===== config.mk =====
export PLATFORM = sky130hd
export DESIGN_NAME = exe_stage
export DESIGN_NICKNAME = d
export VERILOG_FILES = /design/src/rtl/exe_stage.sv
export SDC_FILE = /design/constraint.sdc
export NUM_CORES = 1
export LEC_CHECK = 0
export ABC_AREA = 1
export CORE_ASPECT_RATIO = 0.9
export CORE_MARGIN = 2
export CORE_UTILIZATION = 50
export CTS_BUF_LIST = sky130_fd_sc_hd__clkbuf_2
export CTS_CLUSTER_DIAMETER = 50
export DETAILED_ROUTE_END_ITERATION = 6
export GPL_ROUTABILITY_DRIVEN = 0
export PLACE_DENSITY_LB_ADDON = 0.25
export SLEW_MARGIN = 0
export SYNTH_ARGS = -nofsm -noshare
export SYNTH_HDL_FRONTEND = slang
export SYNTH_SLANG_ARGS = --single-unit

===== constraint.sdc =====
create_clock -name clk -period 4.39 [get_ports clk]
set_input_delay 0.439 -clock clk [delete_from_list [all_inputs] [get_ports clk]]
set_output_delay 0.439 -clock clk [all_outputs]
set_load 0.005 [all_outputs]

===== src/rtl/exe_stage.sv =====
// EXE pipeline stage: holds the instruction handed over by ID, runs an
// iterative restoring divider for divide ops, and hands results to MEM
// through a valid/allowin handshake. Also exports the hazard view for the
// Stall unit.
module exe_stage #(
    parameter int unsigned DIV_W = 32
) (
    input  logic             clk,
    input  logic             reset,
    input  logic             ID_to_EXE_valid,
    output logic             EXE_allowin,
    input  logic [31:0]      in_pc,
    input  logic [DIV_W-1:0] in_alu_result,
    input  logic [DIV_W-1:0] in_src1,
    input  logic [DIV_W-1:0] in_src2,
    input  logic [4:0]       in_dest,
    input  logic             in_reg_we,
    input  logic             in_sel_MEM_gene,
    input  logic             in_div_en,
    input  logic             in_div_signed,
    input  logic             in_div_sel_rem,
    input  logic             MEM_allowin,
    input  logic             flush,
    output logic             EXE_to_MEM_valid,
    output logic [31:0]      out_pc,
    output logic [DIV_W-1:0] out_result,
    output logic [4:0]       out_dest,
    output logic             out_reg_we,
    output logic             out_sel_MEM_gene,
    output logic [6:0]       EXE_to_ST_bus,
    output logic             div_busy
);

    localparam int unsigned CNT_W = $clog2(DIV_W) + 1;

    typedef enum logic [1:0] {
        S_IDLE,
        S_RUN,
        S_DONE
    } div_state_t;

    div_state_t state_q, state_d;

    logic             exe_valid;
    logic             exe_ready_go;
    logic [DIV_W-1:0] alu_result_q;
    logic [DIV_W-1:0] src1_q;
    logic [DIV_W-1:0] src2_q;
    logic             div_en_q;
    logic             div_signed_q;
    logic             div_sel_rem_q;

    // Divider working registers: rem_acc is the partial remainder, dq shifts
    // the dividend out of its top while quotient bits shift in at the bottom.
    logic [DIV_W-1:0] rem_acc;
    logic [DIV_W-1:0] dq;
    logic [DIV_W-1:0] divisor_q;
    logic [DIV_W-1:0] quo_q;
    logic [DIV_W-1:0] rem_q;
    logic [CNT_W-1:0] count;

    logic [DIV_W:0]   shifted;
    logic             ge;
    logic [DIV_W-1:0] rem_next;
    logic [DIV_W-1:0] dq_next;
    logic             src1_neg;
    logic             src2_neg;
    logic [DIV_W-1:0] abs1;
    logic [DIV_W-1:0] abs2;
    logic             quo_neg;
    logic [DIV_W-1:0] quo_fix;
    logic [DIV_W-1:0] rem_fix;
    logic             div_by_zero;
    logic             last_iter;

    assign exe_ready_go     = ~div_en_q | (state_q == S_DONE);
    assign EXE_allowin      = ~flush & (~exe_valid | (exe_ready_go & MEM_allowin));
    assign EXE_to_MEM_valid = exe_valid & exe_ready_go;
    assign out_result       = div_en_q ? (div_sel_rem_q ? rem_q : quo_q) : alu_result_q;
    assign EXE_to_ST_bus    = {out_dest, exe_valid, out_sel_MEM_gene};
    assign div_busy         = (state_q == S_RUN);

    // One restoring step plus operand magnitude and result sign fix-up
    always_comb begin
        shifted     = {rem_acc, dq[DIV_W-1]};
        ge          = (shifted >= {1'b0, divisor_q});
        // When ge, the difference is below the divisor so it fits in DIV_W bits
        rem_next    = ge ? (shifted[DIV_W-1:0] - divisor_q) : shifted[DIV_W-1:0];
        dq_next     = {dq[DIV_W-2:0], ge};
        src1_neg    = div_signed_q & src1_q[DIV_W-1];
        src2_neg    = div_signed_q & src2_q[DIV_W-1];
        abs1        = src1_neg ? -src1_q : src1_q;
        abs2        = src2_neg ? -src2_q : src2_q;
        quo_neg     = src1_neg ^ src2_neg;
        quo_fix     = quo_neg ? -dq_next : dq_next;
        rem_fix     = src1_neg ? -rem_next : rem_next;
        div_by_zero = (src2_q == '0);
        last_iter   = (count == CNT_W'(DIV_W - 1));
    end

    // Divider FSM state register
    always_ff @(posedge clk) begin
        if (reset) begin
            state_q <= S_IDLE;
        end else begin
            state_q <= state_d;
        end
    end

    // Divider FSM next state; flush overrides any progress
    always_comb begin
        state_d = state_q;
        unique case (state_q)
            S_IDLE:  if (exe_valid && div_en_q)                  state_d = S_RUN;
            S_RUN:   if (last_iter)                              state_d = S_DONE;
            S_DONE:  if (EXE_to_MEM_valid && MEM_allowin)        state_d = S_IDLE;
            default:                                             state_d = S_IDLE;
        endcase
        if (flush) begin
            state_d = S_IDLE;
        end
    end

    // Divider datapath: operand load on start, one quotient bit per RUN cycle
    always_ff @(posedge clk) begin
        if (reset) begin
            rem_acc   <= '0;
            dq        <= '0;
            divisor_q <= '0;
            quo_q     <= '0;
            rem_q     <= '0;
            count     <= '0;
        end else if (state_q == S_IDLE && state_d == S_RUN) begin
            rem_acc   <= '0;
            dq        <= abs1;
            divisor_q <= abs2;
            count     <= '0;
        end else if (state_q == S_RUN && !flush) begin
            rem_acc <= rem_next;
            dq      <= dq_next;
            count   <= count + 1'b1;
            if (last_iter) begin
                // Divide by zero bypasses the sign fix-up: all-ones quotient, raw dividend
                quo_q <= div_by_zero ? '1 : quo_fix;
                rem_q <= div_by_zero ? src1_q : rem_fix;
            end
        end
    end

    // Pipeline valid bit and instruction field latch
    always_ff @(posedge clk) begin
        if (reset) begin
            exe_valid        <= 1'b0;
            out_pc           <= '0;
            alu_result_q     <= '0;
            src1_q           <= '0;
            src2_q           <= '0;
            out_dest         <= '0;
            out_reg_we       <= 1'b0;
            out_sel_MEM_gene <= 1'b0;
            div_en_q         <= 1'b0;
            div_signed_q     <= 1'b0;
            div_sel_rem_q    <= 1'b0;
        end else begin
            if (flush) begin
                exe_valid <= 1'b0;
            end else if (EXE_allowin) begin
                exe_valid <= ID_to_EXE_valid;
            end
            if (ID_to_EXE_valid && EXE_allowin) begin
                out_pc           <= in_pc;
                alu_result_q     <= in_alu_result;
                src1_q           <= in_src1;
                src2_q           <= in_src2;
                out_dest         <= in_dest;
                out_reg_we       <= in_reg_we;
                out_sel_MEM_gene <= in_sel_MEM_gene;
                div_en_q         <= in_div_en;
                div_signed_q     <= in_div_signed;
                div_sel_rem_q    <= in_div_sel_rem;
            end
        end
    end

endmodule

==> results of run 1 <==
-- sequential cells by signal, summed over array words and instances (netlist names) --
name,cells
quo_q,32
div_sel_rem_q,1
rem_q,32
rem_acc,32
out_dest,5
div_signed_q,1
dq,32
div_en_q,1
alu_result_q,32
count,6
src2_q,32
src1_q,32
state_q,2
divisor_q,32
out_pc,32
exe_valid,1
out_sel_MEM_gene,1
out_reg_we,1
-- through the flow --
stage	util (%)	std cells	worst slack [ns]
3_5_place_dp	57.22	3392	0.5288
2_1_floorplan	-	2815	1.034
4_1_cts	61.04	3589	0.2820
6_report	61.05	3590	0.2651
3_3_place_gp	57.22	3392	0.6774
5_1_grt	61.05	3590	0.01064
-- how the worst min path moves through the flow --
stage,slack [ns],endpoint,startpoint,cells past startpoint
finish,0.05,alu_result_q[22]$_SDFFE_PP0P_,in_alu_result[22],3
global route,0.02,alu_result_q[22]$_SDFFE_PP0P_,in_alu_result[22],3
CTS,0.005,alu_result_q[30]$_SDFFE_PP0P_,in_alu_result[30],3
detailed placement,0.44,alu_result_q[16]$_SDFFE_PP0P_,alu_result_q[16]$_SDFFE_PP0P_,2
global placement,0.43,alu_result_q[10]$_SDFFE_PP0P_,alu_result_q[10]$_SDFFE_PP0P_,2
floorplan,0.42,alu_result_q[0]$_SDFFE_PP0P_,alu_result_q[0]$_SDFFE_PP0P_,2
-- critical path: stages (launching register included) --
cell and delay, ns:
dfxtp_1 0.31, buf_4 0.19, inv_1 0.93, o21ai_0 0.48
o21ai_0 0.21, clkdlybuf4s50_1 0.53
-- report_power, final --
group          switching [W]  internal [W]
combinational       0.000906      0.000549
sequential         0.0000588       0.00286
clock                0.00123      0.000793
total                0.00220       0.00420
-- area by class of cell --
class / count / share of cell area [%]
antenna: 1 / 0.01141
clock buffer: 111 / 2.533
clock inverter: 18 / 0.6162
inverter: 385 / 6.596
multi-input combinational: 1967 / 45.03
sequential: 307 / 28.03
tap: 476 / 2.716
timing repair buffer: 325 / 14.47
-- cell families (layout without fill, tap and decap cells) --
logic type,after synthesis,in the layout,synth area share (%)
and+or+nand+nor,1134,1134,26.21
AOI/OAI and AO/OA,711,711,21.52
buffers and inverters,541,839,11.55
DFF,307,307,33.98
xor gates and xnor gates,84,84,4.068
adders and majority gates,38,38,2.671
other,0,1,0
-- cell usage after synthesis (14+ instances only) --
master / n
dfxtp_1: 307
o211ai_1: 36
o21ai_0: 281
nor2_1: 201
nand3_1: 177
xor2_1: 80
nand2_1: 656
a21oi_1: 306
inv_1: 371
ha_1: 37
nor3_1: 35
o22ai_1: 18
o221ai_1: 14
nand4_1: 23
clkbuf_1: 126
-- metal layers --
metal	share of wire [%]	vias up	GRT usage, %
met5	0	-	0
met4	4.5	0	16.35
met3	12	198	10.04
met2	41	1169	47.95
met1	43	9177	44.32
li1	-	9684	-
-- timing repair --
action                    in CTS  in global routing
buffers inserted               0                  0
hold endpoints to repair      84                  0
hold buffers                  68                  0
==> impl_metrics.csv, run 1 <==
group,metric,value,unit
synthesis,avgSynthCellArea,6.424,um2
timing,finalMaxSlewViolations,0,
route,dr.first_iter.drc_count,2317,
global_route,global_route.usage.total,33.04,%
layout,num-fill-cells,3466,
global_route,grt_overflow_total,0,
critical_path,r2r_setup_slack,0.38,ns
job,cap_violations,0,
floorplan,row_count,66,
run_status,violations,"DRC",
timing,finalSetupViolCount,0,
synthesis,number_of_distinct_library_cells_after_synthesis,48,
place,dpl.hpwl,46.16,mm
global_route,first_global_vias,18830,
critical_path,worst-setup-path-type,"reg2out",
pwr,leakage,9.897,nW
synthesis,yosys_most_used_dff,"dfxtp_1",
layout,mostFrequentLayoutCells,"nand2_1, inv_1, dfxtp_1",
global_route,global_route_wire_length_before_repair,98.92,mm
synthesis,mappedNetlistArea,18080,um2
timing,final.hold.worst_slack,0.05282,ns
layout,num-nets-final,3248,
clocking,cts_sinks,307,
layout,layout_cells_sized_above_1,6.907,%
critical_path,r2r.worst_path.cells,23,
synthesis,synthArstFlopShare,0,%
route,detailed_routing_iteration_count_for_the_pre_antenna_repair_pass,7,
critical_path,setup.worst_path.end,"out_result[9]",
critical_path,critical_path.endpoint_type,"output port",
synthesis,synth_edf_count,0,
floorplan,core_area,35920,um2
timing,max_clock_freq,242.4,MHz
layout,layout.cells.most_common,"nand2_1",
clocking,cts.reportedPaths.clkPinSlew,0.09,ns
floorplan,die_h,184.4,um
route,via_count,20230,
global_route,grt_max_degree,89,
critical_path,critical_path_arrival,3.69,ns
timing,rsz_0062_raised_after_global_routing,"no",
timing,final.setup_skew,0.09509,ns
clocking,clock_tree_from_tritoncts,"yes",
floorplan,floorplan.initialDensity,50.34,%
synthesis,yosysTopAreaCellShare,33.98,%
hold_path,hp-class,"in2reg",
critical_path,r2r_end,"quo_q[24]$_SDFFE_PP0P_",
floorplan,pin_count,224,
synthesis,postSynthNetCount,2996,
critical_path,timing.critical_path.fanout_max,44,
layout,multi_input_comb_area,9876,um2
timing,post-route-min-period,4.125,ns
route,route.detailed.wl_per_inst,17.59,um
critical_path,crit_path_start_kind,"flop",
place,port_buffers,223,
critical_path,worst_r2r_startpoint,"rem_acc[15]$_SDFFE_PP0P_",
clocking,cts-htree-levels,3,
route,routed_wire_length,63.16,mm
floorplan,fp.dieArea,37710,um2
pwr,power_per_cell_area,291.9,nW/um2
synthesis,warnings_from_yosys,0,
layout,postLayoutCellArea,21930,um2
route,route.detailed.drc,9,
clocking,cts-buffers-inserted,81,
timing,worst_slew_pin_slew,1.278,ns
floorplan,die_width,204.5,um
timing,post-route-period-util,93.96,%
timing,maxSlewHeadroom,14.70,%
place,placed_area,20560,um2
pwr,peak_supply_drop,0.0002328,V
timing,final_hold_viol_count,0,
clocking,clock_tree.root_cell,"clkbuf_2",
clocking,clk_latency,1.04,ns
synthesis,yosysTopAreaCell,"dfxtp_1",
synthesis,synth_cells,2815,
critical_path,worstPathRequired,3.95,ns
route,avgViaCountPerCell,5.635,
layout,ff_latch_area,6146,um2
clocking,clock_tree.buffer_depth,3,
run_status,run_status,"finished, violations left",
global_route,antenna_found_initial,1,
synthesis,yosysSeqAreaShare,33.98,%
synthesis,synth.ff_latch_count,307,
layout,area_growth_syn_to_layout,21.26,%
timing,timing.setup.tns,0,ns
pwr,p_total,0.006402,W
route,antenna_violating_nets_post_route,0,
critical_path,worst_setup_path_startpoint,"div_sel_rem_q$_SDFFE_PP0P_",
synthesis,post_synth_main_area_contributors,"dfxtp_1, nand2_1, a21oi_1",
clocking,cts_repair_resize_count,0,
(Power assumes the default switching activity.)
==> run 2: changes to the inputs <==
DONT_BUFFER_PORTS = 1   (was not set)
==> impl_metrics.csv, run 2 (same netlist as run 1, synthesis figures left out) <==
group,metric,value,unit
global_route,grt_max_degree,148,
clocking,clock_tree.root_cell,"clkbuf_2",
layout,num-nets-final,3155,
floorplan,fp.dieArea,37710,um2
layout,area_growth_syn_to_layout,16.47,%
clocking,cts_repair_resize_count,0,
clocking,clk_latency,1.03,ns
place,dpl_worst_slack,0.7845,ns
layout,layout.cells.most_common,"nand2_1",
critical_path,r2r_setup_slack,0.64,ns
route,route.detailed.wl_per_inst,18.67,um
pwr,peak_supply_drop,0.0002029,V
run_status,run_status,"finished clean",
layout,layout_cells_sized_above_1,6.808,%
layout,mostFrequentLayoutCells,"nand2_1, inv_1, dfxtp_1",
route,met3_length,7.278,mm
layout,postLayoutCellArea,21060,um2
place,placed_area,18250,um2
floorplan,pin_count,224,
floorplan,floorplan.initialDensity,50.34,%
critical_path,critical_path_arrival,4.67,ns
place,dpl.hpwl,44.92,mm
route,wl_met1,27.72,mm
route,detailed_routing_iteration_count_for_the_pre_antenna_repair_pass,6,
route,dr.first_iter.drc_count,2305,
layout,num-fill-cells,3376,
global_route,global_route.usage.total,34.25,%
floorplan,core_area,35920,um2
route,avgViaCountPerCell,5.733,
clocking,cts.reportedPaths.clkPinSlew,0.13,ns
timing,worst_slack,0.6393,ns
clocking,clock_tree.buffer_depth,3,
global_route,global_route_wire_length_before_repair,101.4,mm
timing,finalSetupViolCount,0,
critical_path,worst-setup-path-type,"reg2reg",
place,port_buffers,0,
pwr,power_per_cell_area,299.8,nW/um2
floorplan,die_width,204.5,um
route,antenna_violating_nets_post_route,0,
timing,max_clock_freq,266.6,MHz
route,routed_wire_length,65.43,mm
timing,post-route-min-period,3.751,ns
global_route,grt_overflow_total,0,
critical_path,worstPathRequired,5.31,ns
floorplan,row_count,66,
timing,timing.setup.tns,0,ns
timing,worst_slew_pin_slew,1.230,ns
pwr,p_total,0.006316,W
critical_path,critical_path.endpoint_type,"flop",
critical_path,crit_path_start_kind,"flop",
route,via_count,20090,
timing,post-route-period-util,85.44,%
timing,final.setup_skew,0.05978,ns
floorplan,die_h,184.4,um
pwr,leakage,9.491,nW
clocking,cts-htree-levels,3,
route,wl_met2,27.23,mm
global_route,antenna_found_initial,2,
place,placedCellCount,3157,
timing,rsz_0062_raised_after_global_routing,"no",
clocking,cts-buffers-inserted,82,
global_route,first_global_vias,18780,
hold_path,hp-class,"in2reg",
route,highest_layer,"met4",
timing,final_hold_viol_count,0,
timing,maxSlewHeadroom,17.91,%
layout,instances_no_fill,3504,
job,cap_violations,0,
clocking,cts_sinks,307,
timing,finalMaxSlewViolations,0,
clocking,clock_tree_from_tritoncts,"yes",
critical_path,timing.critical_path.fanout_max,5,
route,route.detailed.drc,0,
==> run 2: report_power, final <==
part	switching, W	total [W]	internal [W]
logic	0.000908	0.00135	0.000444
registers	0.0000684	0.00293	0.00286
clock network	0.00129	0.00203	0.000743
total	0.00227	0.00632	0.00405
==> run 2: per-stage QoR <==
| step | hold slack, ns | util (%) |
|---|---|---|
| after global placement | 0.4339 | 50.82 |
| after CTS | 0.02367 | 58.62 |
| after floorplan | 0.4244 | - |
| after global routing | 0.07812 | 58.64 |
| final | 0.1050 | 58.64 |
| after detailed placement | 0.4424 | 50.82 |
==> run 2: what timing repair did <==
action	CTS	global route
hold buffers	209	0
endpoints found under the hold margin	245	0
buffers inserted	0	0
==> run 2: cell type report <==
type	instances	area, um2	area share, %
Timing Repair Buffer	231	2300	10.92
Inverter	385	1446	6.867
Multi-Input combinational cell	1967	9876	46.88
Clock buffer	110	550.5	2.614
Clock inverter	26	145.1	0.6890
Antenna cell	2	5.005	0.02376
Sequential cell	307	6146	29.18
Tap cell	476	595.6	2.827
==> run 2: worst paths after layout <==
check,start,to,depth (start not counted)
max,divisor_q[8]$_SDFFE_PP0P_,quo_q[30]$_SDFFE_PP0P_,24
min,ID_to_EXE_valid,out_pc[2]$_SDFFE_PP0P_,3
max reg2reg,divisor_q[8]$_SDFFE_PP0P_,quo_q[30]$_SDFFE_PP0P_,24
min reg2reg,alu_result_q[0]$_SDFFE_PP0P_,alu_result_q[0]$_SDFFE_PP0P_,2
==> run 2: metal layers <==
layer,track usage (%),up-vias
met5,0,-
met4,16.26,0
met3,7.797,194
met2,50.56,1211
met1,47.14,9177
li1,-,9507
==> run 2: critical path, cell delays in order, from the launching register on <==
cell	delay [ns]
dfxtp_1	0.34
inv_1	0.04
ha_1	0.36
nand2_2	0.16
inv_2	0.06
a21oi_2	0.20
nand3_2	0.16
nand2_1	0.10
nand2_2	0.08
nand3_4	0.08
nand2_4	0.07
inv_2	0.07
ha_1	0.16
nand2_1	0.07
nor3_1	0.19
nand3_1	0.12
inv_1	0.09
nand4_1	0.07
nand2_1	0.11
nand2_1	0.15
a21oi_1	0.22
o21ai_0	0.19
a21oi_1	0.19
xor2_1	0.09
a221oi_1	0.26
